===== src/rtl/seg_serial_capture.sv =====
`default_nettype none
// ============================================================================
// Module   : seg_serial_capture
// Brief    : Receiver for the serial 7-segment link; rebuilds 64-bit frames
//            and decodes each digit byte to a hex nibble plus decimal point.
// Revision : 1.0 - initial release
// ============================================================================
module seg_serial_capture #(
    parameter int FRAME_BITS  = 64,
    parameter int DIGITS      = 8,
    parameter int SYNC_STAGES = 2
) (
    input  logic                    clk,
    input  logic                    rst,
    input  logic                    ser_clk,
    input  logic                    ser_clrn,
    input  logic                    ser_out,
    input  logic                    ser_en,
    output logic [FRAME_BITS-1:0]   frame_raw,
    output logic [4*DIGITS-1:0]     hexs,
    output logic [DIGITS-1:0]       points,
    output logic [DIGITS-1:0]       digit_ok,
    output logic                    frame_valid,
    output logic                    frame_err
);

    localparam int c_CNT_W = $clog2(FRAME_BITS + 2);
    localparam logic [c_CNT_W-1:0] c_CNT_FULL = c_CNT_W'(FRAME_BITS);
    localparam logic [c_CNT_W-1:0] c_CNT_OVF  = c_CNT_W'(FRAME_BITS + 1);

    localparam logic [1:0] c_IDLE  = 2'd0;
    localparam logic [1:0] c_SHIFT = 2'd1;
    localparam logic [1:0] c_FULL  = 2'd2;

    // Bit order of the synchroniser vector: {en, out, clrn, clk}
    logic [SYNC_STAGES-1:0][3:0] r_sync;
    logic [3:0]                  w_sync;
    logic [3:0]                  r_sync_d;
    logic                        r_clk_edge;
    logic                        r_en_edge;
    logic                        w_clrn;
    logic                        w_bit;

    assign w_sync = r_sync[SYNC_STAGES-1];
    // Delayed copies line up with the registered edge strobes
    assign w_clrn = r_sync_d[1];
    assign w_bit  = r_sync_d[2];

    always_ff @(posedge clk or posedge rst) begin
        if (rst) begin
            r_sync     <= '0;
            r_sync_d   <= '0;
            r_clk_edge <= 1'b0;
            r_en_edge  <= 1'b0;
        end else begin
            r_sync[0] <= {ser_en, ser_out, ser_clrn, ser_clk};
            for (int s = 1; s < SYNC_STAGES; s++) begin
                r_sync[s] <= r_sync[s-1];
            end
            r_sync_d   <= w_sync;
            r_clk_edge <= w_sync[0] & ~r_sync_d[0];
            r_en_edge  <= w_sync[3] & ~r_sync_d[3];
        end
    end

    logic [1:0]             r_state;
    logic [1:0]             w_state_nxt;
    logic [c_CNT_W-1:0]     r_cnt;
    logic [c_CNT_W-1:0]     w_cnt_nxt;
    logic [FRAME_BITS-1:0]  r_shift;
    logic [FRAME_BITS-1:0]  w_shift_nxt;
    logic                   w_latch_ok;
    logic                   w_latch_bad;

    always_ff @(posedge clk or posedge rst) begin
        if (rst) begin
            r_state <= c_IDLE;
            r_cnt   <= '0;
            r_shift <= '0;
        end else begin
            r_state <= w_state_nxt;
            r_cnt   <= w_cnt_nxt;
            r_shift <= w_shift_nxt;
        end
    end

    // A shift in the same cycle as a latch strobe is applied before the count is judged
    always_comb begin
        w_state_nxt = r_state;
        w_cnt_nxt   = r_cnt;
        w_shift_nxt = r_shift;
        w_latch_ok  = 1'b0;
        w_latch_bad = 1'b0;
        if (!w_clrn) begin
            w_state_nxt = c_IDLE;
            w_cnt_nxt   = '0;
            w_shift_nxt = '0;
        end else begin
            if (r_clk_edge) begin
                w_shift_nxt = {r_shift[FRAME_BITS-2:0], w_bit};
                if (r_cnt != c_CNT_OVF) begin
                    w_cnt_nxt = r_cnt + 1'b1;
                end
                case (r_state)
                    c_IDLE:  w_state_nxt = (w_cnt_nxt == c_CNT_FULL) ? c_FULL : c_SHIFT;
                    c_SHIFT: w_state_nxt = (w_cnt_nxt == c_CNT_FULL) ? c_FULL : c_SHIFT;
                    c_FULL:  w_state_nxt = c_SHIFT;
                    default: w_state_nxt = c_IDLE;
                endcase
            end
            if (r_en_edge) begin
                w_latch_ok  = (w_cnt_nxt == c_CNT_FULL);
                w_latch_bad = (w_cnt_nxt != c_CNT_FULL);
                w_cnt_nxt   = '0;
                w_state_nxt = c_IDLE;
            end
        end
    end

    // Returns {legal, nibble}; segment bits are active-low {g,f,e,d,c,b,a}
    function automatic logic [4:0] seg_decode(input logic [6:0] seg);
        case (seg)
            7'h40:   return 5'h10;
            7'h79:   return 5'h11;
            7'h24:   return 5'h12;
            7'h30:   return 5'h13;
            7'h19:   return 5'h14;
            7'h12:   return 5'h15;
            7'h02:   return 5'h16;
            7'h78:   return 5'h17;
            7'h00:   return 5'h18;
            7'h10:   return 5'h19;
            7'h08:   return 5'h1A;
            7'h03:   return 5'h1B;
            7'h46:   return 5'h1C;
            7'h21:   return 5'h1D;
            7'h06:   return 5'h1E;
            7'h0E:   return 5'h1F;
            default: return 5'h00;
        endcase
    endfunction

    logic [4*DIGITS-1:0] w_hex;
    logic [DIGITS-1:0]   w_pts;
    logic [DIGITS-1:0]   w_ok;

    generate
        for (genvar i = 0; i < DIGITS; i++) begin : g_dec
            logic [4:0] w_dec;
            assign w_dec          = seg_decode(w_shift_nxt[8*i +: 7]);
            assign w_hex[4*i +: 4] = w_dec[3:0];
            assign w_ok[i]         = w_dec[4];
            assign w_pts[i]        = ~w_shift_nxt[8*i + 7];
        end
    endgenerate

    always_ff @(posedge clk or posedge rst) begin
        if (rst) begin
            frame_raw   <= '1;
            hexs        <= '0;
            points      <= '0;
            digit_ok    <= '0;
            frame_valid <= 1'b0;
            frame_err   <= 1'b0;
        end else begin
            frame_valid <= w_latch_ok;
            frame_err   <= w_latch_bad;
            if (w_latch_ok) begin
                frame_raw <= w_shift_nxt;
                hexs      <= w_hex;
                points    <= w_pts;
                digit_ok  <= w_ok;
            end
        end
    end

endmodule
`default_nettype wire


===== config.mk =====
export PLATFORM = sky130hd
export DESIGN_NAME = seg_serial_capture
export DESIGN_NICKNAME = d
export VERILOG_FILES = /design/src/rtl/seg_serial_capture.sv
export SDC_FILE = /design/constraint.sdc
export NUM_CORES = 1
export LEC_CHECK = 0
export BUFFER_PORTS_ARGS = -buffer_cell sky130_fd_sc_hd__buf_2
export CAP_MARGIN = 10
export CORE_UTILIZATION = 60
export CTS_CLUSTER_DIAMETER = 80
export DETAILED_ROUTE_END_ITERATION = 12
export PLACE_DENSITY = 0.9
export REMOVE_ABC_BUFFERS = 1
export SLEW_MARGIN = 20
export SYNTH_ARGS = -nofsm -noshare
export SYNTH_HDL_FRONTEND = slang
export SYNTH_SLANG_ARGS = --single-unit

===== constraint.sdc =====
create_clock -name clk -period 8.3 [get_ports clk]
set_input_delay 1.66 -clock clk [delete_from_list [all_inputs] [get_ports clk]]
set_output_delay 1.66 -clock clk [all_outputs]
set_load 0.03 [all_outputs]

==> reports/metrics.sh <==
VIAS_PER_CELL=6.35
CORE_AREA_SQ_UM=19600
WORSTMARGINPINSLEW_PS=973
SYNTH.MOST_COMMON_CELL='sky130_fd_sc_hd__nand2_1'
CTS.PATH.MAX_BUFFERS=2
CLOCK_TREE_FROM_TRITONCTS='done'
IO_PINS=120
FIN_AREA_SQ_UM=13100
MAX_FREQ_MHz=266
SYNTH.DISTINCT_CELLS=92
WORST_EP_REQUIRED_TIME_PS=8590
AREAGROWTHSYNTHTOFINISH_PCT=8.43
TOTAL_DETAILED_ROUTING_WIRELENGTH_MM=28.2
FINAL_HOLD_VIOL_COUNT=0
CP-STARTPOINT='r_clk_edge'
CPPEAKSTAGEDELAY_PS=880
POWER.COMBINATIONAL.FRACTION_PCT=4.0
ROUTE.VIAS.TOTAL=10400
CLKLATENCYLATEPIN_PS=450
ANTENNA_CELLS=0
POST_SYNTHESIS_SEQUENTIAL_AREA_RATIO_PCT=41.8
SYNTH.LARGEST_AREA_CELL='sky130_fd_sc_hd__dfrtp_1'
YOSYSWARNINGCOUNT=0
POST_SYNTH.CELL_AREA_AVG_SQ_UM=9.01
POSTSYNTHCELLCOUNT=1342
DPL_CELL_AREA_SQ_UM=12500
SYNTH_TOP_FAMILY_BY_AREA='simple AND/OR/NAND/NOR gates'
GRT_SETUP_UNREPAIRED='no'
POST_SYNTH_FA_HA_MAJ_AREA_FRACTION_PCT=0.207
TYPE_OF_THE_WORST_SETUP_PATH='reg -> reg'
WORSTPATHCELLLIST='buf_4, inv_1, a32oi_1, o22a_1, nor3_1, nor4b_1, a31oi_1'
LARGEST_DELAY_SHARE_FAMILY_WORST_PATH='buffers and inverters'
POWER.CLOCK.FRACTION_PCT=45.6
PORT_BUFFERS=119
R2R_CELLS=7
RELSLEWSLACK_PCT=35.1
POST-CTS-SETUP-BUFFERS=0
DRT_DRC_VIOLATIONS_LEFT=0
RUN_STATUS='complete, no violations'
WORSTSETUPPATHDEPTH=7
DOMINANTREGCELLSYNTH='sky130_fd_sc_hd__dfrtp_1'
TOTAL_LEAKAGE_POWER_nW=5.83
FIRSTDRTPASSITERS=5
INTPOWER_mW=1.51
CRITICAL_PATH.STARTPOINT_TYPE='register'
PERIOD_MINUS_SLACK_PS=3760
HOLDPATHSTAGES=0
YOSYS.AREA.TOP_TYPE_SHARE_PCT=27.9
CRIT_END='digit_ok[1]'
HPWLAFTERDP_MM=18.2
NUMBER_OF_FLOPS_MAPPED_TO_ENABLE_CELLS_BY_YOSYS=0
WHS_PS=353
FINAL_MAX_SLEW_VIOL_COUNT=0
VDD_DROP_MAX_mV=0.126
NETSWITCHINGPOWER_mW=0.445
CLOCK_TREE.HTREE_LEVEL_COUNT=4
SYNTHSIMPLEGATEAREAFRAC_PCT=26.1
NUMBER_OF_BUFFER_AND_INVERTER_STAGES_ON_THE_CRITICAL_PATH=2
GRT_FIRST_PASS_WIRELENGTH_MM=47.0
WIRE_PER_INST_UM=17.1
REG2REG_SLACK_PS=4540
DIE-WIDTH_UM=144
YS_ASYNC_SR_FRACTION_PCT=100
CRITPATHARRIVALTIME_PS=4050
TIMING.MAX_CAP.VIOLATIONS=0
CTS.SINK_COUNT=199
GRT_ANTENNA_BEFORE_REPAIR=0
REGTOREGSTARTPOINT='r_clk_edge'
TRACK_USAGE_PCT=28.4
WORST-PATH-MAX-FANOUT=93
SYNTH.CELL_AREA_SQ_UM=12100
DRT.ANTENNA.VIOLATING_NETS=0
CTS_ROOT_BUFFER='sky130_fd_sc_hd__clkbuf_16'
STARTING_DENSITY_OF_THE_CORE_PCT=61.7
MUXSHAREOFSYNTHAREA_PCT=7.47
DRT-INITIAL-DRC-COUNT=750
PIN_COUNT_OF_THE_BIGGEST_NET_ENTERING_GLOBAL_ROUTING=120
VIAS_IN_THE_FIRST_GLOBAL_ROUTE=9522
DIE_HEIGHT_UM=144
FINALWEIGHTEDCONGESTION=0.941
CTS_RESIZED=0
SW_FRAC_OF_TOTAL_PCT=22.7
NUMCTSBUFFERS=17
HP-CLASS='reg -> reg'
SYNTHTOPCELLSBYAREA='sky130_fd_sc_hd__dfrtp_1 (28%), sky130_fd_sc_hd__dfstp_2 (14%), sky130_fd_sc_hd__nand2_1 (5.9%)'
SEQUENTIALPOWERSHARE_PCT=50.4
TOTAL_DIE_AREA_SQ_UM=20700
SETUP_VIOL=0
SYNTH_XOR_AREA_SHARE_PCT=0.362
CRITICAL_PATH.ENDPOINT_TYPE='register'
CLK_PIN_SLEW_PS=70
FIN_WORST_SKEW_PS=7.50
NUM-NETS-FINAL=1375
POST_ROUTE_CELLS_DRIVE_ABOVE_1_SHARE_PCT=20.1
CRIT_SLOWEST_CELL='sky130_fd_sc_hd__dfrtp_4'
OVERFLOW=0
SYNTH_COMMONEST_CELLS='sky130_fd_sc_hd__nand2_1 (191), sky130_fd_sc_hd__dfrtp_1 (135), sky130_fd_sc_hd__nor2_1 (112), sky130_fd_sc_hd__a21oi_1 (70), sky130_fd_sc_hd__dfstp_2 (64)'
CTS_HOLD_BUFFERS=0
SYNTH-COMPOUND-AREA-SHARE_PCT=17.9
PLACEMENTROWS=51
POSTSYNTHREGISTERBITS=199
REGTOREGENDPOINT='digit_ok[1]'
POWER_DENSITY_nW_PER_UM2=149
LAYOUT_WORST_PATH_CYCLE_SHARE_PCT=45.3
layout by cell type, fill, tap and decap left out, types with 14 or more instances in the layout:
cell type / n
sky130_fd_sc_hd__nand4_1: 16
sky130_fd_sc_hd__dfrtp_1: 133
sky130_fd_sc_hd__buf_2: 119
sky130_fd_sc_hd__mux2_2: 22
sky130_fd_sc_hd__nand3_1: 14
sky130_fd_sc_hd__mux2i_1: 52
sky130_fd_sc_hd__nor3b_1: 29
sky130_fd_sc_hd__clkbuf_16: 17
sky130_fd_sc_hd__nor3_1: 27
sky130_fd_sc_hd__nand2_1: 191
sky130_fd_sc_hd__nor4_1: 16
sky130_fd_sc_hd__a31oi_1: 19
sky130_fd_sc_hd__dfstp_2: 64
sky130_fd_sc_hd__nor2b_1: 18
sky130_fd_sc_hd__o21ai_0: 56
sky130_fd_sc_hd__inv_1: 26
sky130_fd_sc_hd__o21a_1: 23
sky130_fd_sc_hd__o211ai_1: 20
sky130_fd_sc_hd__nand2b_1: 25
sky130_fd_sc_hd__and3b_1: 33
sky130_fd_sc_hd__nand3b_1: 23
sky130_fd_sc_hd__nor2_1: 112
sky130_fd_sc_hd__a211o_1: 14
sky130_fd_sc_hd__a21oi_1: 70
worst register-to-register path, delay by kind of cell, from the launching register on:
kind,cells,cell delay [ps]
AND/OR/NAND/NOR,2,360
buffers and inverters,2,1520
flip-flops,1,880
AO/OA/AOI/OAI,3,840
metal layers:
layer,vias to the layer above,GRT usage (%),wire [um]
met4,0,11.0,621
met3,57,4.21,1950
li1,4923,-,-
met5,-,0,0
met2,427,43.7,13300
met1,5040,40.5,12300
kinds of logic (layout without fill, tap and decap cells):
kind of cell               count (synthesis)  after routing
AOI/OAI and AO/OA                        314            314
xor gates and xnor gates                   5              5
muxes                                     85             85
adders and majority gates                  2              2
DFF                                      199            199
buffers and inverters                    151            189
and+or+nand+nor                          586            586
final cells by class:
type                    count  area (sq um)
fillers                  1538          6470
multi-input cells         992          6310
flip-flops and latches    199          5060
repair buffers            127           659
clock buffers              19           443
well taps                 265           332
clock inverters            13           190
inverters                  30           120
state kept, by name, indices dropped and copies added, names as in the netlist:
register / cells
frame_raw: 64
frame_valid: 1
r_en_edge: 1
frame_err: 1
w_sync: 4
r_clk_edge: 1
hexs: 32
r_shift: 64
r_sync: 4
digit_ok: 8
points: 8
r_sync_d: 4
r_cnt: 7
worst min path at each step:
stage	startpoint	end	slack (ps)
finish	w_sync[1]	r_sync_d[1]	350
global route	r_sync[1]	w_sync[1]	360
CTS	w_sync[2]	r_sync_d[2]	350
detailed placement	w_sync[2]	r_sync_d[2]	340
global placement	w_sync[1]	r_sync_d[1]	330
floorplan	w_sync[1]	r_sync_d[1]	330
power by group through the flow:
stage / combinational, mW / clock (mW) / sequential, mW
2_1_floorplan: 0.0530 / 0 / 1.01
3_3_place_gp: 0.0769 / 0 / 1.00
3_5_place_dp: 0.0789 / 0 / 1.00
4_1_cts: 0.0792 / 0.905 / 0.986
5_1_grt: 0.0884 / 0.948 / 0.987
6_report: 0.0788 / 0.893 / 0.986
stage by stage:
stage | TNS (ps) | utilization (%) | total power, mW | setup WS (ps) | cells
after floorplan | -52500 | - | 1.07 | -1020 | 1221
after global placement | 0 | 63.7 | 1.08 | 4770 | 1613
after detailed placement | 0 | 63.7 | 1.08 | 4680 | 1613
after CTS | 0 | 66.9 | 1.97 | 4650 | 1645
after global routing | 0 | 66.9 | 2.02 | 4280 | 1645
final | 0 | 66.9 | 1.96 | 4540 | 1645
(Power assumes the default switching activity.)
